$ cat src/rtl/logic_op_arbiter.sv
// logic_op_arbiter: four-port round-robin arbiter feeding a shared registered bitwise logic unit
module logic_op_arbiter #(
  parameter int WIDTH = 8
) (
  input  logic               clk,
  input  logic               rst,
  input  logic [3:0]         req_valid,
  input  logic [11:0]        req_op,
  input  logic [4*WIDTH-1:0] req_a,
  input  logic [4*WIDTH-1:0] req_b,
  output logic [3:0]         req_ready,
  output logic               resp_valid,
  input  logic               resp_ready,
  output logic [1:0]         resp_id,
  output logic [WIDTH-1:0]   resp_data,
  output logic               resp_err,
  output logic               busy
);
  typedef enum logic [1:0] {IDLE, EXEC, RESP} state_t;
  state_t state, state_nxt;
  logic [1:0] ptr, gid, idx, id_q;
  logic found, accept;
  logic [2:0] op_q;
  logic [WIDTH-1:0] a_q, b_q, res;
  always_comb begin
    gid = ptr;
    idx = ptr;
    found = 1'b0;
    for (int k = 0; k < 4; k++) begin
      idx = ptr + 2'(k);
      if (!found && req_valid[idx]) begin
        gid = idx;
        found = 1'b1;
      end
    end
  end
  assign accept = state == IDLE && found;
  assign req_ready = accept ? 4'b0001 << gid : 4'b0000;
  assign busy = state != IDLE;
  assign res = op_q == 3'd0 ? a_q & b_q :
               op_q == 3'd1 ? a_q | b_q :
               op_q == 3'd2 ? ~a_q :
               op_q == 3'd3 ? ~(a_q & b_q) :
               op_q == 3'd4 ? ~(a_q | b_q) :
               op_q == 3'd5 ? a_q ^ b_q :
               op_q == 3'd6 ? ~(a_q ^ b_q) : '0;
  always_comb begin
    state_nxt = state == IDLE ? (accept ? EXEC : IDLE) :
                state == EXEC ? RESP :
                (resp_ready ? IDLE : RESP);
  end
  always_ff @(posedge clk or posedge rst) begin
    if (rst) begin
      state <= IDLE;
      ptr <= '0;
      op_q <= '0;
      a_q <= '0;
      b_q <= '0;
      id_q <= '0;
      resp_valid <= 1'b0;
      resp_id <= '0;
      resp_data <= '0;
      resp_err <= 1'b0;
    end else begin
      state <= state_nxt;
      if (accept) begin
        op_q <= req_op[3*gid +: 3];
        a_q <= req_a[WIDTH*gid +: WIDTH];
        b_q <= req_b[WIDTH*gid +: WIDTH];
        id_q <= gid;
        ptr <= gid + 2'd1;
      end
      if (state == EXEC) begin
        resp_data <= res;
        resp_err <= &op_q;
        resp_id <= id_q;
        resp_valid <= 1'b1;
      end else if (state == RESP && resp_ready) begin
        resp_valid <= 1'b0;
      end
    end
  end
endmodule

$ cat config.mk
export PLATFORM = sky130hd
export DESIGN_NAME = logic_op_arbiter
export DESIGN_NICKNAME = d
export VERILOG_FILES = /design/src/rtl/logic_op_arbiter.sv
export SDC_FILE = /design/constraint.sdc
export NUM_CORES = 1
export LEC_CHECK = 0
export CAP_MARGIN = 40
export CORE_MARGIN = 3
export CORE_UTILIZATION = 43
export CTS_BUF_LIST = sky130_fd_sc_hd__clkbuf_2
export DETAILED_ROUTE_END_ITERATION = 8
export GPL_ROUTABILITY_DRIVEN = 0
export GPL_TIMING_DRIVEN = 0
export PLACE_DENSITY = 0.84
export REMOVE_ABC_BUFFERS = 1
export SLEW_MARGIN = 10
export SYNTH_ARGS = -nofsm -noshare
export SYNTH_HDL_FRONTEND = slang
export SYNTH_SLANG_ARGS = --single-unit
export TNS_END_PERCENT = 30
$ cat constraint.sdc
create_clock -name clk -period 3 [get_ports clk]
set_clock_uncertainty 0.05 [all_clocks]
set_input_delay 0.45 -clock clk [delete_from_list [all_inputs] [get_ports clk]]
set_output_delay 0.45 -clock clk [all_outputs]
set_load 0.005 [all_outputs]
### Yosys cells after proc, flatten, opt, wreduce, memory -nomap -nowiden

Cells that the tools add are included.

* register bits after elaboration: 37
* bits in latches: 0
* bits in writable memories: 0
* bits in read-only memories: 0
* input port bits: 83
* output and inout bits: 17
* logic and storage cells: 80
* memories: 0

* add/subtract/negate cells: 4
* multipliers: 1
* divide/modulo/power cells: 0
* $lt $le $gt $ge: 4
* equal/unequal tests: 8
* shift-type cells: 4
* multiplexer cells: 29
* bitwise gates (word level): 7
* reductions and logical operators: 13

Operators with widths (number)
* $shiftx A32 B6 Y8: 2
* $mux W8: 7
* $not A8 Y8: 4
* $lt A2 B3 Y1 const B: 4
* $mux W2: 6
* $shiftx A12 B5 Y3: 1
* $mux W1: 11
* $eq A3 B3 Y1 const B: 3
* $and A8 B8 Y8: 1
* $bmux W1 S2: 4
* $or A8 B8 Y8: 1
* $xor A8 B8 Y8: 1
* $eq A3 B2 Y1 const B: 2
* $logic_and A1 B1 Y1: 5
* $add A2 B1 Y2 const B: 2
* $add A2 B2 Y2 const B: 2
* $mul A2 B2 Y4 const A: 1
* $mux W4: 1
* $reduce_bool A2 Y1: 2
* $shl A1 B2 Y4 const A: 1
* $eq A3 B1 Y1 const B: 1
* $logic_not A1 Y1: 3
* $logic_not A3 Y1: 1
* $reduce_and A3 Y1: 1
* other kinds (3): 3

### Longest topological paths before layout

Gate-level depths: netlist of the first run.

* depth after elaboration: 15
* mapped depth: 8
* mapped depth without buffers: 7

### Worst setup path after synthesis of the first run

OpenSTA, ideal clock, no wires.

* kind: input port to output port
* from: in req_valid[0]
* to: out req_ready[0]
* data arrival time: 1.653 ns
* required time: 2.500 ns
* slack: 0.847 ns
* cell stages on the path: 7
* path buffers: 1
* path through: nor2b_1 -> or4_4 -> nand2_2 -> inv_2 -> buf_6 -> ha_1 -> and2_1

* cells in the longest elaborated chain, start to end: 14
* elaborated cells between the ends (all ways): 24
* classes of those cells: 1 x shift; 16 x mux; 7 x reduce/logical

RTL lines
* start, declared: line 7 `input logic [3:0] req_valid,`
* $bmux W1 S2: line 31 `if (!found && req_valid[idx]) begin`
* $mux W1 (not written as such): line 31
* $mux W1: line 31
* $logic_not A1 Y1: line 31
* $logic_and A1 B1 Y1: line 31
* $mux W1: line 31
* $logic_not A1 Y1: line 31
* $logic_and A1 B1 Y1: line 31
* $mux W1: line 31
* $logic_not A1 Y1: line 31
* $logic_and A1 B1 Y1: line 31
* $mux W2 or $mux W1 (tied branches): line 31
* $shl A1 B2 Y4 or $logic_and A1 B1 Y1 (tied branches): line 38, 37
* $mux W4 *: line 38 `assign req_ready = accept ? 4'b0001 << gid : 4'b0000;`
* end, declared: line 11 `output logic [3:0] req_ready,`

Mark *: on every way between the ends. The rest lies on a longest branch, timed or not. The select of a mux whose other input is x is not followed.

### Worst setup path after layout of the first run

* from: in req_valid[3]
* to: out req_ready[1]

Same word-level chain as after synthesis.

==> results of run 1 <==
## area by class of cell
type / count / area, um^2 / area share [%]
Clock buffer: 6 / 30.0 / 0.774
Clock inverter: 1 / 3.75 / 0.0968
Inverter: 23 / 98.8 / 2.55
Multi-Input combinational cell: 284 / 1680 / 43.4
Sequential cell: 37 / 927 / 23.9
Tap cell: 75 / 93.8 / 2.42
Timing Repair Buffer: 106 / 1040 / 26.9
## per-stage QoR
stage / total power [uW] / worst slack, ns / area, um^2
after floorplan: 2220 / 0.291 / 2650
after global placement: 2820 / -1.06 / 3730
after detailed placement: 2950 / -1.12 / 3750
after CTS: 3300 / 0.148 / 3880
after global routing: 3620 / 0.0616 / 3880
final: 3280 / 0.153 / 3880
## cell families (layout without fill, tap and decap cells)
family          after synthesis  count (layout)  share of synthesized area [%]
mux                          10              10                           3.71
flops                        37              37                           33.0
compound gates               97              97                           22.7
simple gates                155             157                           23.0
buf+inv                      46             136                           8.62
fa+ha+maj                    20              20                           8.93
## sequential cells by signal, summed over array words and instances (netlist names)
signal	count
a_q	8
b_q	8
resp_data	8
op_q	3
id_q	2
ptr	2
resp_id	2
state	2
resp_err	1
resp_valid	1
## worst max-delay path by stage
stage / to / slack [ns] / cells after the start
final: req_ready[1] / 0.15 / 8
after global routing: req_ready[1] / 0.06 / 8
after CTS: req_ready[1] / 0.15 / 7
after detailed placement: req_ready[1] / -1.12 / 8
after global placement: req_ready[1] / -1.06 / 8
after floorplan: req_ready[0] / 0.29 / 6
## power by group through the flow
stage	combinational, uW	clock (uW)	sequential (uW)
final	2040	217	1020
after global placement	1810	0	1020
after CTS	2060	224	1010
after detailed placement	1920	0	1030
after global routing	2320	241	1050
after floorplan	1260	0	961
## metal layers
layer  routed length [um]  GRT usage (%)  part of all wire [%]
met1                 3450           26.6                    44
met2                 3960           40.1                    51
met3                  360           3.23                   4.6
met4                   48           3.82                  0.61
met5                    0              0                     0
## cell usage in the layout, fill, tap and decap left out, drive strengths merged, types with 2 or more instances in the layout
cell type,n
nand2,128
clkdlybuf4s50,92
a21oi,39
dfrtp,37
inv,23
ha,20
a211o,19
o21ai,14
nand2b,8
nor2,8
o211ai,7
mux2i,7
a32oi,7
dlygate4sd2,7
buf,7
clkbuf,6
and2,4
mux2,3
nor2b,3
o21bai,2
nand3,2
a211oi,2
## worst register-to-register path, cell delays in order (launching register included)
cell and delay (ns):
dfrtp_2 0.46, buf_4 0.14, buf_4 0.13, a21boi_0 0.15, o21bai_1 0.10, nand3_1 0.23, inv_2 0.09, nand2_1 0.62
a21oi_1 0.14, a211o_1 0.26
## timing repair
| item | 4_1_cts | 5_1_grt |
|---|---|---|
| gates resized for setup | 17 | 0 |
| setup endpoints to repair | 14 | 0 |
| buffers inserted | 6 | 0 |
==> results.ini, run 1 <==
[global_routing]
grt_pass1_wl_um=13000
grt_usage_pct=21.6
grt_pass1_vias=2841
antenna_found_initial=0
overflow=0
grt_max_degree=43

[pwr]
ir_worst_vdd_mv=0.539
internal_power_uw=1770
clkPwrFrac_pct=6.6
leakage_uw=0.00187
p_seq_share_pct=31.1
p_sw_uw=1510
p_per_area_nw_per_um2=845
swShare_pct=46.1
comb_power_share_pct=62.3

[yosys]
netlist_instances=365
synth_edf_count=0
yosysTopAreaCellShare_pct=33.0
yosys-top-cells-area=dfrtp_1 (33%), nand2_1 (17%), ha_1 (8.9%)
yosysUniqueCellTypes=38
synth_area_um2=2800
ys_async_sr_fraction_pct=100
ys.flop_type=dfrtp_1
synth.ff_latch_count=37
syn_avg_cell_area_um2=7.68
synth.top_cells.by_count=nand2_1 (124), a21oi_1 (39), dfrtp_1 (37)
ys_seq_area_share_pct=33.0
synth_most_common_cell=nand2_1
netlist.top_cell.by_area=dfrtp_1
yosysWarnings=0

[die]
io_pins=100
core_um2=6130
start_util_pct=45.7
die_h_um=86.7
fp-row-count=28
die-area_um2=7520
die_x_um=86.7

[worst_hold_path]
min_to=resp_data[1]
min_from=resp_data[1]
hp-class=register to register
whs_path_depth=2

[clocking]
clk_latency_ns=0.38
clk_pin_slew_ns=0.17
cts_buffer_depth=2
numCtsBuffers=5
cts_tree=built
cts_root_buffer=clkbuf_2
cts.sinks=37
htreeDepth=2
hold_buffers=0

[job]
maxCapViolations=0

[drt]
wl_per_cell_um=14.7
drt_iter0_drc=155
vias=2830
finalWirelength_um=7820
detail-route-antenna-nets=0
vias_per_cell=5.32
firstDrtPassIters=4
drcViolationCount=0

[setup_path]
r2r_slack_ns=0.54
reg2reg_depth=9
crit_top_cell=dlygate4sd2_1
endpoint_kind=primary output
crit_type=input port to primary output
arrival_ns=2.35
timing.rr.start=ptr[1]
r2r_end=a_q[5]
slowest_stage=or4_4
cp_num_buf_inv=3
critPathMaxStageDelay_ns=0.56
cp_top_family=simple AND/OR/NAND/NOR gates
cp-startpoint=req_valid[3]
worstPathCellList=dlygate4sd2_1 > and3b_1 > or4_4 > nand2_8 > inv_12 > ha_1 > and2_1 > dlygate4sd2_1
cp_max_fo=42
required_ns=2.50
start_kind=input port

[timing]
hold_violations=0
rsz0062_at_grt=no
timing.hold.ws_ns=0.454
fmax_mhz=351
fin_setup_tns_ns=0
slew_headroom_pct=40.6
period_share_pct=94.9
min_period_ns=2.85
setup_viol=0
worstMarginPinSlew_ns=0.891
report.final.slew_viol_count=0

[layout]
area_growth_syn_to_layout_pct=38.4
nets=560
fill_cells=531
finalNonFillerCells=532
final_util_pct=63.3
drive_gt1_share_pct=5.91
n_antenna_cell=0

[place]
io_buffers=99
dp.cells=517
dp_hpwl_um=5160

[run_status]
outcome=finished, final reports clean

No activity file was read; power rests on OpenSTA's default activity.
==> run 2, diff against run 1 <==
--- a/config.mk
+++ b/config.mk
@@ -6,6 +6,7 @@
 export NUM_CORES = 1
 export LEC_CHECK = 0
 export CAP_MARGIN = 40
+export CORE_ASPECT_RATIO = 0.9
 export CORE_MARGIN = 3
 export CORE_UTILIZATION = 43
 export CTS_BUF_LIST = sky130_fd_sc_hd__clkbuf_2
==> results.ini, run 2 (synthesis results as in run 1) <==
[run_status]
outcome=finished, final reports clean

[setup_path]
required_ns=2.50  ; about the same
cp_max_fo=5  ; -88%
arrival_ns=2.40  ; +0.05 ns
crit_type=input port to primary output
cp_num_buf_inv=4  ; +1
r2r_end=op_q[2]
start_kind=input port
slowest_stage=clkdlybuf4s50_1
worstPathCellList=clkdlybuf4s50_1 > nor3_1 > or4_4 > nand2_8 > buf_6 > buf_4 > ha_1 > and2_1 > dlygate4sd2_1
cp_top_family=buffers and inverters
timing.rr.start=state[1]
r2r_slack_ns=0.56  ; +0.02 ns
cp.depth=9  ; +1
reg2reg_depth=5  ; -4
critPathMaxStageDelay_ns=0.53  ; -0.03 ns
endpoint_kind=primary output

[pwr]
p_sw_uw=1540  ; +2.1%
clkPwrFrac_pct=6.7  ; about the same
ir_worst_vdd_mv=0.385  ; -29%
p_seq_share_pct=30.9  ; -0.2 points
swShare_pct=46.6  ; +0.51 points
internal_power_uw=1770  ; about the same
leakage_uw=0.00187  ; about the same
p_per_area_nw_per_um2=849  ; +0.39%
comb_power_share_pct=62.5  ; +0.2 points

[clocking]
cts_tree=built
clk_latency_ns=0.40  ; +0.02 ns
cts_buffer_depth=2  ; unchanged
cts.sinks=37  ; unchanged
clk_pin_slew_ns=0.20  ; +0.03 ns
numCtsBuffers=5  ; unchanged
hold_buffers=0  ; unchanged
cts_root_buffer=clkbuf_2
htreeDepth=2  ; unchanged

[layout]
nets=560  ; unchanged
stdcell_area_um2=3900  ; +0.61%
final_util_pct=62.8  ; -0.48 points
final_cell_mix=nand2_1 (124), clkdlybuf4s50_1 (93), a21oi_1 (39)
area_growth_syn_to_layout_pct=39.2
largest_registers=a_q: 8 flops, b_q: 8 flops, resp_data: 8 flops
final_common_cell=nand2_1
n_antenna_cell=0  ; unchanged
drive_gt1_share_pct=5.90  ; -0.013 points
finalNonFillerCells=545  ; +2.4%

[job]
maxCapViolations=0  ; unchanged

[timing]
min_period_ns=2.90  ; +0.0520 ns
slew_headroom_pct=40.9  ; +0.23 points
timing.hold.ws_ns=0.432  ; -0.0223 ns
report.final.slew_viol_count=0  ; unchanged
hold_violations=0  ; unchanged
fmax_mhz=345  ; -1.8%
setup_viol=0  ; unchanged
period_share_pct=96.6  ; +1.7 points
fin_setup_tns_ns=0  ; unchanged
rsz0062_at_grt=no
worstMarginPinSlew_ns=0.887  ; -0.00342 ns

[die]
fp-row-count=27  ; -3.6%
io_pins=100  ; unchanged
die_x_um=91.1  ; +5.0%
die_h_um=82.6  ; -4.8%
die-area_um2=7520  ; about the same
core_um2=6220  ; +1.4%
start_util_pct=45.1  ; -0.63 points

[place]
dp.cells=529  ; +2.3%
dpl_cell_area_um2=3760  ; +0.40%
dp_hpwl_um=5420  ; +5.0%
io_buffers=99  ; unchanged

[global_routing]
grt_usage_pct=21.8  ; +0.22 points
grt_pass1_vias=2854  ; +0.46%
grt_pass1_wl_um=13000  ; -0.11%
antenna_found_initial=0  ; unchanged
grt_max_degree=43  ; unchanged
overflow=0  ; unchanged

[drt]
detail-route-antenna-nets=0  ; unchanged
wl_per_cell_um=14.9  ; +1.1%
finalWirelength_um=8090  ; +3.5%
vias_per_cell=5.30  ; -0.38%
drt_iter0_drc=140  ; -9.7%
vias=2888  ; +2.0%
firstDrtPassIters=4  ; unchanged
drcViolationCount=0  ; unchanged

[worst_hold_path]
hp-class=input port to async pin

## run 2: cell types whose count changed in the layout (fill, tap and decap cells not counted)
| cell | previous run | this run |
|---|---|---|
| dlygate4sd2_1 | 7 | 6 |
| buf_6 | 0 | 1 |
| clkbuf_2 | 6 | 5 |
| buf_4 | 6 | 5 |
| clkinv_2 | 0 | 1 |
| clkdlybuf4s50_1 | 92 | 93 |
| clkinv_1 | 1 | 2 |
## run 2: stage by stage
stage | worst slack [ns] | total power (uW)
final | 0.101 | 3310
after global routing | 0.0107 | 3640
after detailed placement | -1.17 | 2980
after global placement | -1.06 | 2830
after floorplan | 0.291 | 2220
after CTS | 0.0908 | 3330
## run 2: layout make-up
class	instances	area, um^2
repair buffers	106	1050
flip-flops and latches	37	927
well taps	87	109
multi-input cells	284	1680
clock inverters	3	12.5
fillers	567	2310
inverters	23	98.8
clock buffers	5	25.0
## run 2: power by group through the flow
stage	clock network [uW]	registers [uW]	logic, uW
after floorplan	0	961	1260
after global placement	0	1020	1810
after detailed placement	0	1040	1940
after CTS	230	1020	2080
after global routing	247	1070	2330
final	222	1020	2070
## run 2: worst max path at each step
stage	start	end	slack (ns)
after global routing	ptr[1]	req_ready[2]	0.01
after floorplan	req_valid[0]	req_ready[0]	0.29
final	req_valid[2]	req_ready[2]	0.10
after global placement	req_valid[3]	req_ready[0]	-1.06
after detailed placement	req_valid[3]	req_ready[1]	-1.17
after CTS	ptr[1]	req_ready[2]	0.09
## run 2: repair_timing
item,4_1_cts,5_1_grt
gates cloned,2,0
resized for setup,17,0
setup endpoints to repair,18,1
setup buffers,6,0
pin swaps,2,1
## run 2: routing by layer
metal	part of all wire [%]	track usage, %	routed length (um)	vias up
met5	0	0	0	-
met4	1.4	7.53	112	0
met3	5.0	3.99	402	8
met2	51	42.5	4150	90
met1	42	24.1	3430	1368
li1	-	-	-	1422
## run 2: worst register-to-register path: stages, from the launching register on
cell and delay (ns):
dfrtp_1 0.45, a211o_1 0.50, buf_8 0.23, a31o_1 0.71, a21oi_1 0.10, a211o_1 0.30
==> run 3, diff against run 2 <==
--- a/config.mk
+++ b/config.mk
@@ -7,7 +7,7 @@
 export LEC_CHECK = 0
 export CAP_MARGIN = 40
 export CORE_ASPECT_RATIO = 0.9
-export CORE_MARGIN = 3
+export CORE_MARGIN = 1
 export CORE_UTILIZATION = 43
 export CTS_BUF_LIST = sky130_fd_sc_hd__clkbuf_2
 export DETAILED_ROUTE_END_ITERATION = 8
==> results.ini, run 3 (synthesis results as in run 1) <==
[run_status]
outcome=finished, final reports clean

[timing]
slew_headroom_pct=40.2  ; -0.62 points
report.final.slew_viol_count=0  ; unchanged
setup_viol=0  ; unchanged
min_period_ns=2.84  ; -0.0555 ns
fmax_mhz=352  ; +2.0%
fin_setup_tns_ns=0  ; unchanged
hold_violations=0  ; unchanged
worstMarginPinSlew_ns=0.896  ; +0.00928 ns
period_share_pct=94.8  ; -1.9 points
rsz0062_at_grt=no

[clocking]
cts_root_buffer=clkbuf_2
hold_buffers=0  ; unchanged
cts_tree=built
numCtsBuffers=5  ; unchanged
cts_buffer_depth=2  ; unchanged
clk_latency_ns=0.39  ; about the same
cts.sinks=37  ; unchanged
htreeDepth=2  ; unchanged
clk_pin_slew_ns=0.19  ; about the same

[pwr]
p_per_area_nw_per_um2=858  ; +1.1%
p_sw_uw=1560  ; +1.3%
leakage_uw=0.00188  ; +0.68%
p_seq_share_pct=30.5  ; -0.4 points
swShare_pct=46.6  ; about the same
internal_power_uw=1790  ; +1.3%
comb_power_share_pct=62.6  ; about the same
clkPwrFrac_pct=6.9  ; +0.2 points
ir_worst_vdd_mv=0.379  ; -1.5%

[drt]
detail-route-antenna-nets=0  ; unchanged
drcViolationCount=0  ; unchanged
wl_per_cell_um=14.9  ; +0.43%
firstDrtPassIters=4  ; unchanged
vias=2930  ; +1.5%
drt_iter0_drc=146  ; +4.3%
finalWirelength_um=8140  ; +0.62%
vias_per_cell=5.37  ; +1.3%

[global_routing]
antenna_found_initial=0  ; unchanged
overflow=0  ; unchanged
grt_max_degree=43  ; unchanged
grt_pass1_vias=2958  ; +3.6%
grt_usage_pct=25.0  ; +3.2 points
grt_pass1_wl_um=13200  ; +1.3%

[setup_path]
cp_max_fo=42  ; +37
arrival_ns=2.34  ; -0.06 ns
endpoint_kind=primary output
crit_type=input port to primary output
start_kind=input port
required_ns=2.50  ; about the same

[layout]
n_antenna_cell=0  ; unchanged
area_growth_syn_to_layout_pct=39.6
final_common_cell=nand2_1
final_util_pct=62.9  ; +0.14 points
final_cell_mix=nand2_1 (124), clkdlybuf4s50_1 (92), a21oi_1 (39)
largest_registers=a_q: 8 flops, b_q: 8 flops, resp_data: 8 flops
nets=561  ; +0.18%
drive_gt1_share_pct=6.54  ; +0.64 points

[die]
start_util_pct=45.1  ; unchanged
io_pins=100  ; unchanged
die_x_um=87.1  ; -4.4%
fp-row-count=27  ; unchanged
die-area_um2=6850  ; -9.0%
core_um2=6220  ; unchanged
die_h_um=78.6  ; -4.8%

[place]
dp_hpwl_um=5290  ; -2.4%
io_buffers=99  ; unchanged

[worst_hold_path]
hp-class=input port to async pin

[job]
maxCapViolations=0  ; unchanged

run 3: cell count changes in the layout (fill, tap and decap cells not counted):
cell and delta:
clkinv_2 -1, dlygate4sd2_1 +1, clkdlybuf4s50_1 -1, buf_6 -1, buf_4 +2, clkinv_1 -2, inv_12 -1, clkbuf_2 +3
inv_16 +1
run 3: final timing paths:
kind / from / endpoint / slack [ns] / depth (start not counted)
worst min-delay path: rst / resp_data[1] / 0.45 / 2
worst min register to register: resp_data[5] / resp_data[5] / 0.45 / 2
worst max-delay path: req_valid[1] / req_ready[1] / 0.16 / 7
worst max register to register: ptr[1] / b_q[4] / 0.54 / 9
min in group clk: resp_data[5] / resp_data[5] / 0.45 / 2
max in group asynchronous: rst / ptr[1] / 1.91 / 2
run 3: critical path, cell delays in order:
cell and delay (ns):
clkdlybuf4s50_1 0.44, or4_4 0.59, nand2_8 0.14, inv_16 0.08, ha_1 0.21, and2_1 0.14, dlygate4sd2_1 0.26
run 3: per-stage QoR:
| step | hold WS (ns) | setup slack [ns] | std cells | power, uW | instance area (um^2) |
|---|---|---|---|---|---|
| 5_1_grt | 0.459 | 0.0525 | 546 | 3660 | 3910 |
| 4_1_cts | 0.455 | 0.0328 | 547 | 3370 | 3930 |
| 6_report | 0.445 | 0.156 | 546 | 3360 | 3910 |
| 3_5_place_dp | 0.418 | -1.15 | 529 | 2970 | 3760 |
| 2_1_floorplan | 0.393 | 0.291 | 342 | 2220 | 2650 |
| 3_3_place_gp | 0.405 | -1.05 | 528 | 2830 | 3750 |
run 3: what timing repair did:
action                     4_1_cts  5_1_grt
pin swaps                        1        2
cloned                           2        0
setup endpoints to repair       10        2
resized for setup               17        1
buffers inserted                 8        0
run 3: metal layers:
metal	vias up	global-route usage, %	wire length, um
met5	-	0	0
met4	0	9.02	209
met3	18	5.57	414
met2	101	45.7	4080
met1	1385	28.3	3440
li1	1426	-	-
run 3: cell type report:
type	count	area (um^2)
Fill cell	558	2300
Sequential cell	37	927
Timing Repair Buffer	107	1050
Multi-Input combinational cell	284	1680
Tap cell	87	109
Inverter	23	103
Clock buffer	8	40.0
run 3: power by group through the flow:
stage / sequential, uW / clock [uW] / combinational (uW)
global route: 1060 / 266 / 2340
finish: 1020 / 233 / 2100
CTS: 1020 / 237 / 2120
detailed placement: 1040 / 0 / 1940
global placement: 1010 / 0 / 1810
floorplan: 961 / 0 / 1260
